$ cat config.mk
export PLATFORM = sky130hd
export DESIGN_NAME = spi_flash_rd_seq
export DESIGN_NICKNAME = d
export VERILOG_FILES = /design/src/rtl/spi_seq_pkg.sv /design/src/rtl/spi_seq_wb_if.sv /design/src/rtl/spi_flash_rd_seq.sv
export SDC_FILE = /design/constraint.sdc
export NUM_CORES = 1
export LEC_CHECK = 0
export CORE_ASPECT_RATIO = 1.4
export CORE_MARGIN = 4
export CORE_UTILIZATION = 54
export CTS_CLUSTER_SIZE = 16
export DETAILED_ROUTE_END_ITERATION = 16
export PLACE_DENSITY_LB_ADDON = 0.25
export SETUP_SLACK_MARGIN = 0.4
export SYNTH_ARGS = -nofsm -noshare
export SYNTH_HDL_FRONTEND = slang
export SYNTH_HIERARCHICAL = 1
export SYNTH_SLANG_ARGS = --single-unit
$ cat constraint.sdc
create_clock -name wb_clk_i -period 4.5 [get_ports wb_clk_i]
set_input_delay 0.675 -clock wb_clk_i [delete_from_list [all_inputs] [get_ports wb_clk_i]]
set_output_delay 0.675 -clock wb_clk_i [all_outputs]
set_load 0.01 [all_outputs]
$ cat src/rtl/spi_seq_pkg.sv
// Shared definitions for the SPI flash read sequencer: FSM states,
// SPI master register map and command codes.
package spi_seq_pkg;

    typedef enum logic [3:0] {
        ST_IDLE,
        ST_CS_ON,
        ST_TX_DATA,
        ST_TX_CMD,
        ST_TX_WAIT_HI,
        ST_TX_WAIT_LO,
        ST_RX_CMD,
        ST_RX_WAIT_HI,
        ST_RX_WAIT_LO,
        ST_RX_READ,
        ST_PUSH,
        ST_CS_OFF,
        ST_DONE
    } seq_state_t;

    // SPI master register addresses
    localparam logic [2:0] REG_DATA = 3'd0;
    localparam logic [2:0] REG_CMD  = 3'd1;
    localparam logic [2:0] REG_CS   = 3'd2;

    // Command register codes
    localparam logic [7:0] SPI_CMD_WRITE = 8'h01;
    localparam logic [7:0] SPI_CMD_READ  = 8'h02;

    // A request length of zero stands for a full 256-byte page
    function automatic logic [8:0] len_to_count(input logic [7:0] len);
        return (len == 8'd0) ? 9'd256 : {1'b0, len};
    endfunction

endpackage

$ cat src/rtl/spi_seq_wb_if.sv
// Single-access wishbone master: latches one register access and holds
// cyc/stb/adr/dat/we stable until ack, then drops the cycle on that edge.
module spi_seq_wb_if (
    input  logic       clk,
    input  logic       rst_n,
    input  logic       req,
    input  logic       req_we,
    input  logic [2:0] req_adr,
    input  logic [7:0] req_dat,
    output logic       ack,
    output logic [7:0] rdata,
    output logic       m_cyc,
    output logic       m_stb,
    output logic       m_we,
    output logic [2:0] m_adr,
    output logic [7:0] m_dat_w,
    input  logic [7:0] m_dat_r,
    input  logic       m_ack
);

    assign ack   = m_cyc & m_ack;
    assign rdata = m_dat_r;

    // A new request is only taken while the bus is idle, which forces one
    // idle clock between consecutive accesses.
    always_ff @(posedge clk or negedge rst_n) begin
        if (!rst_n) begin
            m_cyc   <= 1'b0;
            m_stb   <= 1'b0;
            m_we    <= 1'b0;
            m_adr   <= 3'd0;
            m_dat_w <= 8'd0;
        end else if (m_cyc) begin
            if (m_ack) begin
                m_cyc <= 1'b0;
                m_stb <= 1'b0;
            end
        end else if (req) begin
            m_cyc   <= 1'b1;
            m_stb   <= 1'b1;
            m_we    <= req_we;
            m_adr   <= req_adr;
            m_dat_w <= req_dat;
        end
    end

endmodule

$ cat src/rtl/spi_flash_rd_seq.sv
// SPI flash read sequencer driving a wishbone SPI master register block.
// Optional TIP watchdog enabled by defining SPI_SEQ_TIMEOUT_EN.
module spi_flash_rd_seq
    import spi_seq_pkg::*;
#(
    parameter logic [7:0] CMD_OPCODE  = 8'h03,
    parameter logic [2:0] CS_SEL      = 3'd0,
    parameter int         TIMEOUT_CYC = 4096
) (
    input  logic        wb_clk_i,
    input  logic        arst_n_i,
    input  logic        req_valid_i,
    output logic        req_ready_o,
    input  logic [23:0] req_addr_i,
    input  logic [7:0]  req_len_i,
    output logic        m_cyc_o,
    output logic        m_stb_o,
    output logic        m_we_o,
    output logic [2:0]  m_adr_o,
    output logic [7:0]  m_dat_o,
    input  logic [7:0]  m_dat_i,
    input  logic        m_ack_i,
    input  logic        tip_i,
    output logic        dout_valid_o,
    input  logic        dout_ready_i,
    output logic [7:0]  dout_data_o,
    output logic        busy_o,
    output logic        done_o,
    output logic        err_o
);

    localparam logic [7:0] CS_ACTIVE = ~(8'd1 << CS_SEL);

    seq_state_t  state_q, state_d;
    logic [23:0] addr_q;
    logic [8:0]  byte_cnt;
    logic [1:0]  tx_idx;
    logic [7:0]  dout_q;
    logic [7:0]  tx_byte;
    logic        bus_req, bus_we, bus_ack;
    logic [2:0]  bus_adr;
    logic [7:0]  bus_dat, bus_rdata;
    logic        wd_expired;

    spi_seq_wb_if u_wb_if (
        .clk     (wb_clk_i),
        .rst_n   (arst_n_i),
        .req     (bus_req),
        .req_we  (bus_we),
        .req_adr (bus_adr),
        .req_dat (bus_dat),
        .ack     (bus_ack),
        .rdata   (bus_rdata),
        .m_cyc   (m_cyc_o),
        .m_stb   (m_stb_o),
        .m_we    (m_we_o),
        .m_adr   (m_adr_o),
        .m_dat_w (m_dat_o),
        .m_dat_r (m_dat_i),
        .m_ack   (m_ack_i)
    );

    always_comb begin
        case (tx_idx)
            2'd0:    tx_byte = CMD_OPCODE;
            2'd1:    tx_byte = addr_q[23:16];
            2'd2:    tx_byte = addr_q[15:8];
            default: tx_byte = addr_q[7:0];
        endcase
    end

    always_ff @(posedge wb_clk_i or negedge arst_n_i) begin
        if (!arst_n_i) state_q <= ST_IDLE;
        else           state_q <= state_d;
    end

    always_comb begin
        state_d = state_q;
        bus_req = 1'b0;
        bus_we  = 1'b1;
        bus_adr = REG_DATA;
        bus_dat = 8'h00;
        case (state_q)
            ST_IDLE: begin
                if (req_valid_i) state_d = ST_CS_ON;
            end
            ST_CS_ON: begin
                bus_req = 1'b1;
                bus_adr = REG_CS;
                bus_dat = CS_ACTIVE;
                if (bus_ack) state_d = ST_TX_DATA;
            end
            ST_TX_DATA: begin
                bus_req = 1'b1;
                bus_dat = tx_byte;
                if (bus_ack) state_d = ST_TX_CMD;
            end
            ST_TX_CMD: begin
                bus_req = 1'b1;
                bus_adr = REG_CMD;
                bus_dat = SPI_CMD_WRITE;
                if (bus_ack) state_d = ST_TX_WAIT_HI;
            end
            ST_TX_WAIT_HI: begin
                if (tip_i) state_d = ST_TX_WAIT_LO;
            end
            ST_TX_WAIT_LO: begin
                if (!tip_i) state_d = (tx_idx == 2'd3) ? ST_RX_CMD : ST_TX_DATA;
            end
            ST_RX_CMD: begin
                bus_req = 1'b1;
                bus_adr = REG_CMD;
                bus_dat = SPI_CMD_READ;
                if (bus_ack) state_d = ST_RX_WAIT_HI;
            end
            ST_RX_WAIT_HI: begin
                if (tip_i) state_d = ST_RX_WAIT_LO;
            end
            ST_RX_WAIT_LO: begin
                if (!tip_i) state_d = ST_RX_READ;
            end
            ST_RX_READ: begin
                bus_req = 1'b1;
                bus_we  = 1'b0;
                if (bus_ack) state_d = ST_PUSH;
            end
            ST_PUSH: begin
                if (dout_ready_i) state_d = (byte_cnt == 9'd1) ? ST_CS_OFF : ST_RX_CMD;
            end
            ST_CS_OFF: begin
                bus_req = 1'b1;
                bus_adr = REG_CS;
                bus_dat = 8'hFF;
                if (bus_ack) state_d = ST_DONE;
            end
            ST_DONE: begin
                state_d = ST_IDLE;
            end
            default: state_d = ST_IDLE;
        endcase
        if (wd_expired) state_d = ST_CS_OFF;
    end

    // Request capture, transmit byte index, remaining-byte count and read data
    always_ff @(posedge wb_clk_i or negedge arst_n_i) begin
        if (!arst_n_i) begin
            addr_q   <= 24'd0;
            byte_cnt <= 9'd0;
            tx_idx   <= 2'd0;
            dout_q   <= 8'd0;
        end else begin
            if (state_q == ST_IDLE && req_valid_i) begin
                addr_q   <= req_addr_i;
                byte_cnt <= len_to_count(req_len_i);
                tx_idx   <= 2'd0;
            end
            if (state_q == ST_TX_WAIT_LO && !tip_i && !wd_expired)
                tx_idx <= tx_idx + 2'd1;
            if (state_q == ST_RX_READ && bus_ack)
                dout_q <= bus_rdata;
            if (state_q == ST_PUSH && dout_ready_i)
                byte_cnt <= byte_cnt - 9'd1;
        end
    end

    assign req_ready_o  = (state_q == ST_IDLE);
    assign busy_o       = (state_q != ST_IDLE);
    assign dout_valid_o = (state_q == ST_PUSH);
    assign dout_data_o  = dout_q;

`ifdef SPI_SEQ_TIMEOUT_EN
    localparam int WD_W = ($clog2(TIMEOUT_CYC) > 12) ? $clog2(TIMEOUT_CYC) : 12;

    logic [WD_W-1:0] wd_cnt;
    logic            in_wait;
    logic            aborted_q;

    assign in_wait = (state_q == ST_TX_WAIT_HI) || (state_q == ST_TX_WAIT_LO) ||
                     (state_q == ST_RX_WAIT_HI) || (state_q == ST_RX_WAIT_LO);
    assign wd_expired = in_wait && (wd_cnt == WD_W'(TIMEOUT_CYC - 1));

    // Watchdog restarts on every state change; an abort is remembered until IDLE
    always_ff @(posedge wb_clk_i or negedge arst_n_i) begin
        if (!arst_n_i) begin
            wd_cnt    <= '0;
            aborted_q <= 1'b0;
        end else begin
            if (state_d != state_q || !in_wait) wd_cnt <= '0;
            else                                wd_cnt <= wd_cnt + WD_W'(1);
            if (wd_expired)               aborted_q <= 1'b1;
            else if (state_q == ST_IDLE)  aborted_q <= 1'b0;
        end
    end

    assign done_o = (state_q == ST_DONE) && !aborted_q;
    assign err_o  = (state_q == ST_DONE) && aborted_q;
`else
    logic unused_timeout;
    assign unused_timeout = (TIMEOUT_CYC != 0);
    assign wd_expired     = 1'b0;
    assign done_o         = (state_q == ST_DONE);
    assign err_o          = 1'b0;
`endif

endmodule

==> impl_metrics.toml <==
[pwr]
p_int_uw = 1680
clkPwrFrac_pct = 18.7
swShare_pct = 36.3
cellLeakagePower_uw = 0.00180
p_switching_uw = 958
share_comb_of_total_power_pct = 42.3
sequentialPowerShare_pct = 39.0
powerDensity_nw_per_um2 = 649
vdd_ir_drop_max_v = 0.000406

[yosys]
synth_edf_count = 0
synthAdderAreaFrac_pct = 2.33
synth_xor_area_share_pct = 1.09
synth-seq-cells = 61
synth_top_family_by_area = "simple AND/OR/NAND/NOR gates"
synth_mux_area_share_pct = 9.32
synth_area_leaders = "dfrtp_1, nand2_1, mux2_4"
ys_seq_area_share_pct = 47.4
synth-main-ff-cell = "dfrtp_1"
synth_top_area_share_pct = 47.4
yosys_warnings = 6
async_reset_ff_share_pct = 100
yosysUniqueCellTypes = 52
synth-compound-area-share_pct = 11.4
yosys.area.top_type = "dfrtp_1"
synth_area_um2 = 3220
syn_area_per_cell_um2 = 9.65
synth-simple-area-share_pct = 22.1
netlist_instances = 334

[clock_network]
cts_resized = 0
clk_latency_ns = 0.35
cts_setup_buffers = 0
cts_max_level = 3
clk_pin_slew_ns = 0.07
holdBufCountCts = 0
clockRootBuffer = "clkbuf_8"
cts_tree = "yes"
cts_sinks = 61
cts_buffer_depth = 2
cts_buffers = 9

[critical_path]
worst-endpoint-arrival_ns = 2.13
worstRegToRegCells = 5
crit_path_start_kind = "flip-flop"
crit_path_start = "state_q[2]$_DFFE_PN0P_"
endpoint = "done_o"
worst-setup-path-type = "flip-flop to output pin"
rrSetupSlack_ns = 2.10
rr_endpoint = "u_wb_if/m_dat_w[1]$_DFFE_PN0P_"
worstPathMaxFanout = 23
worstPathRequired_ns = 3.83
worstSetupEndpointType = "output pin"
r2r_start = "state_q[1]$_DFFE_PN0P_"

[sta]
timing.hold.ws_ns = 0.473
tns_ns = 0
rsz0062_at_grt = "no"
skew_ns = 0.00774
hold_viol_final = 0
max_slew_margin_pct = 27.8
clock.fmax_ghz = 0.356
period_minus_slack_ns = 2.81
worst_pin_slew_ns = 1.08
finalCritPeriodShare_pct = 62.4
finalMaxSlewViolations = 0
setup_viol = 0

[route]
detail_route.wl_per_cell_um = 14.5
viasPerCell = 5.39
drt-total-wl_um = 6780
drc_errors = 0
vias = 2515
dr.pass1.iters = 4
ant_nets = 0
drt_iter0_drc = 149

[cells_and_area]
final_cell_mix = "nand2_1, clkdlybuf4s50_1, dfrtp_1"
stdcell_count = 467
synthToLayoutAreaGrowth_pct = 26.2
final_cell_area_um2 = 4070
n_antenna_cell = 0
final_common_cell = "nand2_1"
final_core_util_pct = 69.8
nNetsFinal = 445
drive_gt1_share_pct = 12.6

[grt]
grt_use_total_pct = 20.0
overflow = 0
antenna_found_initial = 0
grt_pass1_wl_um = 11300
grt_max_degree = 62
grt_pass1_vias = 2459

[floorplanning]
initial_core_util_pct = 55.3
core_um2 = 5820
die_h_um = 99.4
io_pins = 73
fp-row-count = 33
die_w_um = 73.3
design.die.area_um2 = 7280

[status]
status = "completed"

[placement]
placedCellCount = 452
port_buffers = 71
place.gp.congestion = 0.821
place_area_um2 = 3870
hpwl_um = 4800

[job]
maxCapViolations = 0

[min_path]
hold_class = "primary input to async pin"
-- per-layer routing --
layer | share of wire, % | track usage, % | wire, um | vias to the layer above
met5 | 0 | 0 | 0 | -
met3 | 5.9 | 5.06 | 400 | 8
li1 | - | - | - | 1256
met2 | 49 | 33.1 | 3360 | 65
met4 | 1.6 | 8.95 | 108 | 0
met1 | 43 | 24.3 | 2920 | 1186
-- worst max-delay path, stage by stage, from the launching register on --
cell and delay (ns):
dfrtp_1 0.81, nand2_1 0.18, nor3_1 0.22, clkdlybuf4s50_1 0.57
-- worst min-delay path by stage --
stage | slack (ns) | end | cells after the start
floorplan | 0.38 | addr_q[0]$_DFFE_PN0P_ | 0
global placement | 0.46 | addr_q[6]$_DFFE_PN0P_ | 2
detailed placement | 0.46 | addr_q[5]$_DFFE_PN0P_ | 2
CTS | 0.48 | addr_q[5]$_DFFE_PN0P_ | 2
global route | 0.50 | addr_q[20]$_DFFE_PN0P_ | 2
finish | 0.47 | byte_cnt[1]$_DFFE_PN0P_ | 2
-- logic make-up after synthesis --
logic type,count (synthesis)
flops,61
fa+ha+maj,6
mux,23
other cells,1
xor+xnor,4
compound gates,53
buf+inv,36
simple gates,150
-- final cells by class --
class,instances,area (um2)
Clock inverter,4,47.5
Clock buffer,11,151
Timing Repair Buffer,73,721
Sequential cell,61,1530
Inverter,10,37.5
Multi-Input combinational cell,238,1500
Fill cell,452,1760
Tap cell,70,87.6
-- registers in the layout, indices dropped and copies added (netlist names) --
name,flops
addr_q,24
byte_cnt,9
dout_data_o,8
u_wb_if/m_dat_w,8
state_q,4
u_wb_if/m_adr,3
tx_idx,2
u_wb_if/m_cyc,1
u_wb_if/m_stb,1
u_wb_if/m_we,1
-- cell usage after synthesis (2+ instances only) --
library cell / count
o211ai_1: 8
nor2_1: 10
inv_1: 10
xnor2_1: 3
a22oi_1: 6
a21oi_1: 10
ha_1: 6
nor2b_1: 2
mux2_4: 11
nor3_1: 6
or4_1: 2
o21ai_0: 11
o311ai_0: 3
o31ai_1: 2
o22ai_1: 2
and2_1: 3
buf_1: 2
nand2_1: 99
nand2b_1: 6
nand3_1: 8
buf_4: 10
mux2_2: 12
a221o_1: 3
buf_2: 6
clkbuf_1: 6
dfrtp_1: 61
-- metrics by stage --
stage / worst slack, ns / power, uW
final: 1.69 / 2640
after global routing: 1.58 / 2830
after CTS: 1.72 / 2660
after detailed placement: 2.03 / 2150
after global placement: 2.00 / 2110
after floorplan: 2.53 / 1800
-- power groups by stage --
stage               combinational (uW)  clock [uW]  sequential (uW)
floorplan                          826           0              972
global placement                  1090           0             1030
detailed placement                1110           0             1040
CTS                               1130         500             1030
global route                      1230         530             1070
finish                            1120         494             1030
No activity file was read; power rests on OpenSTA's default activity.
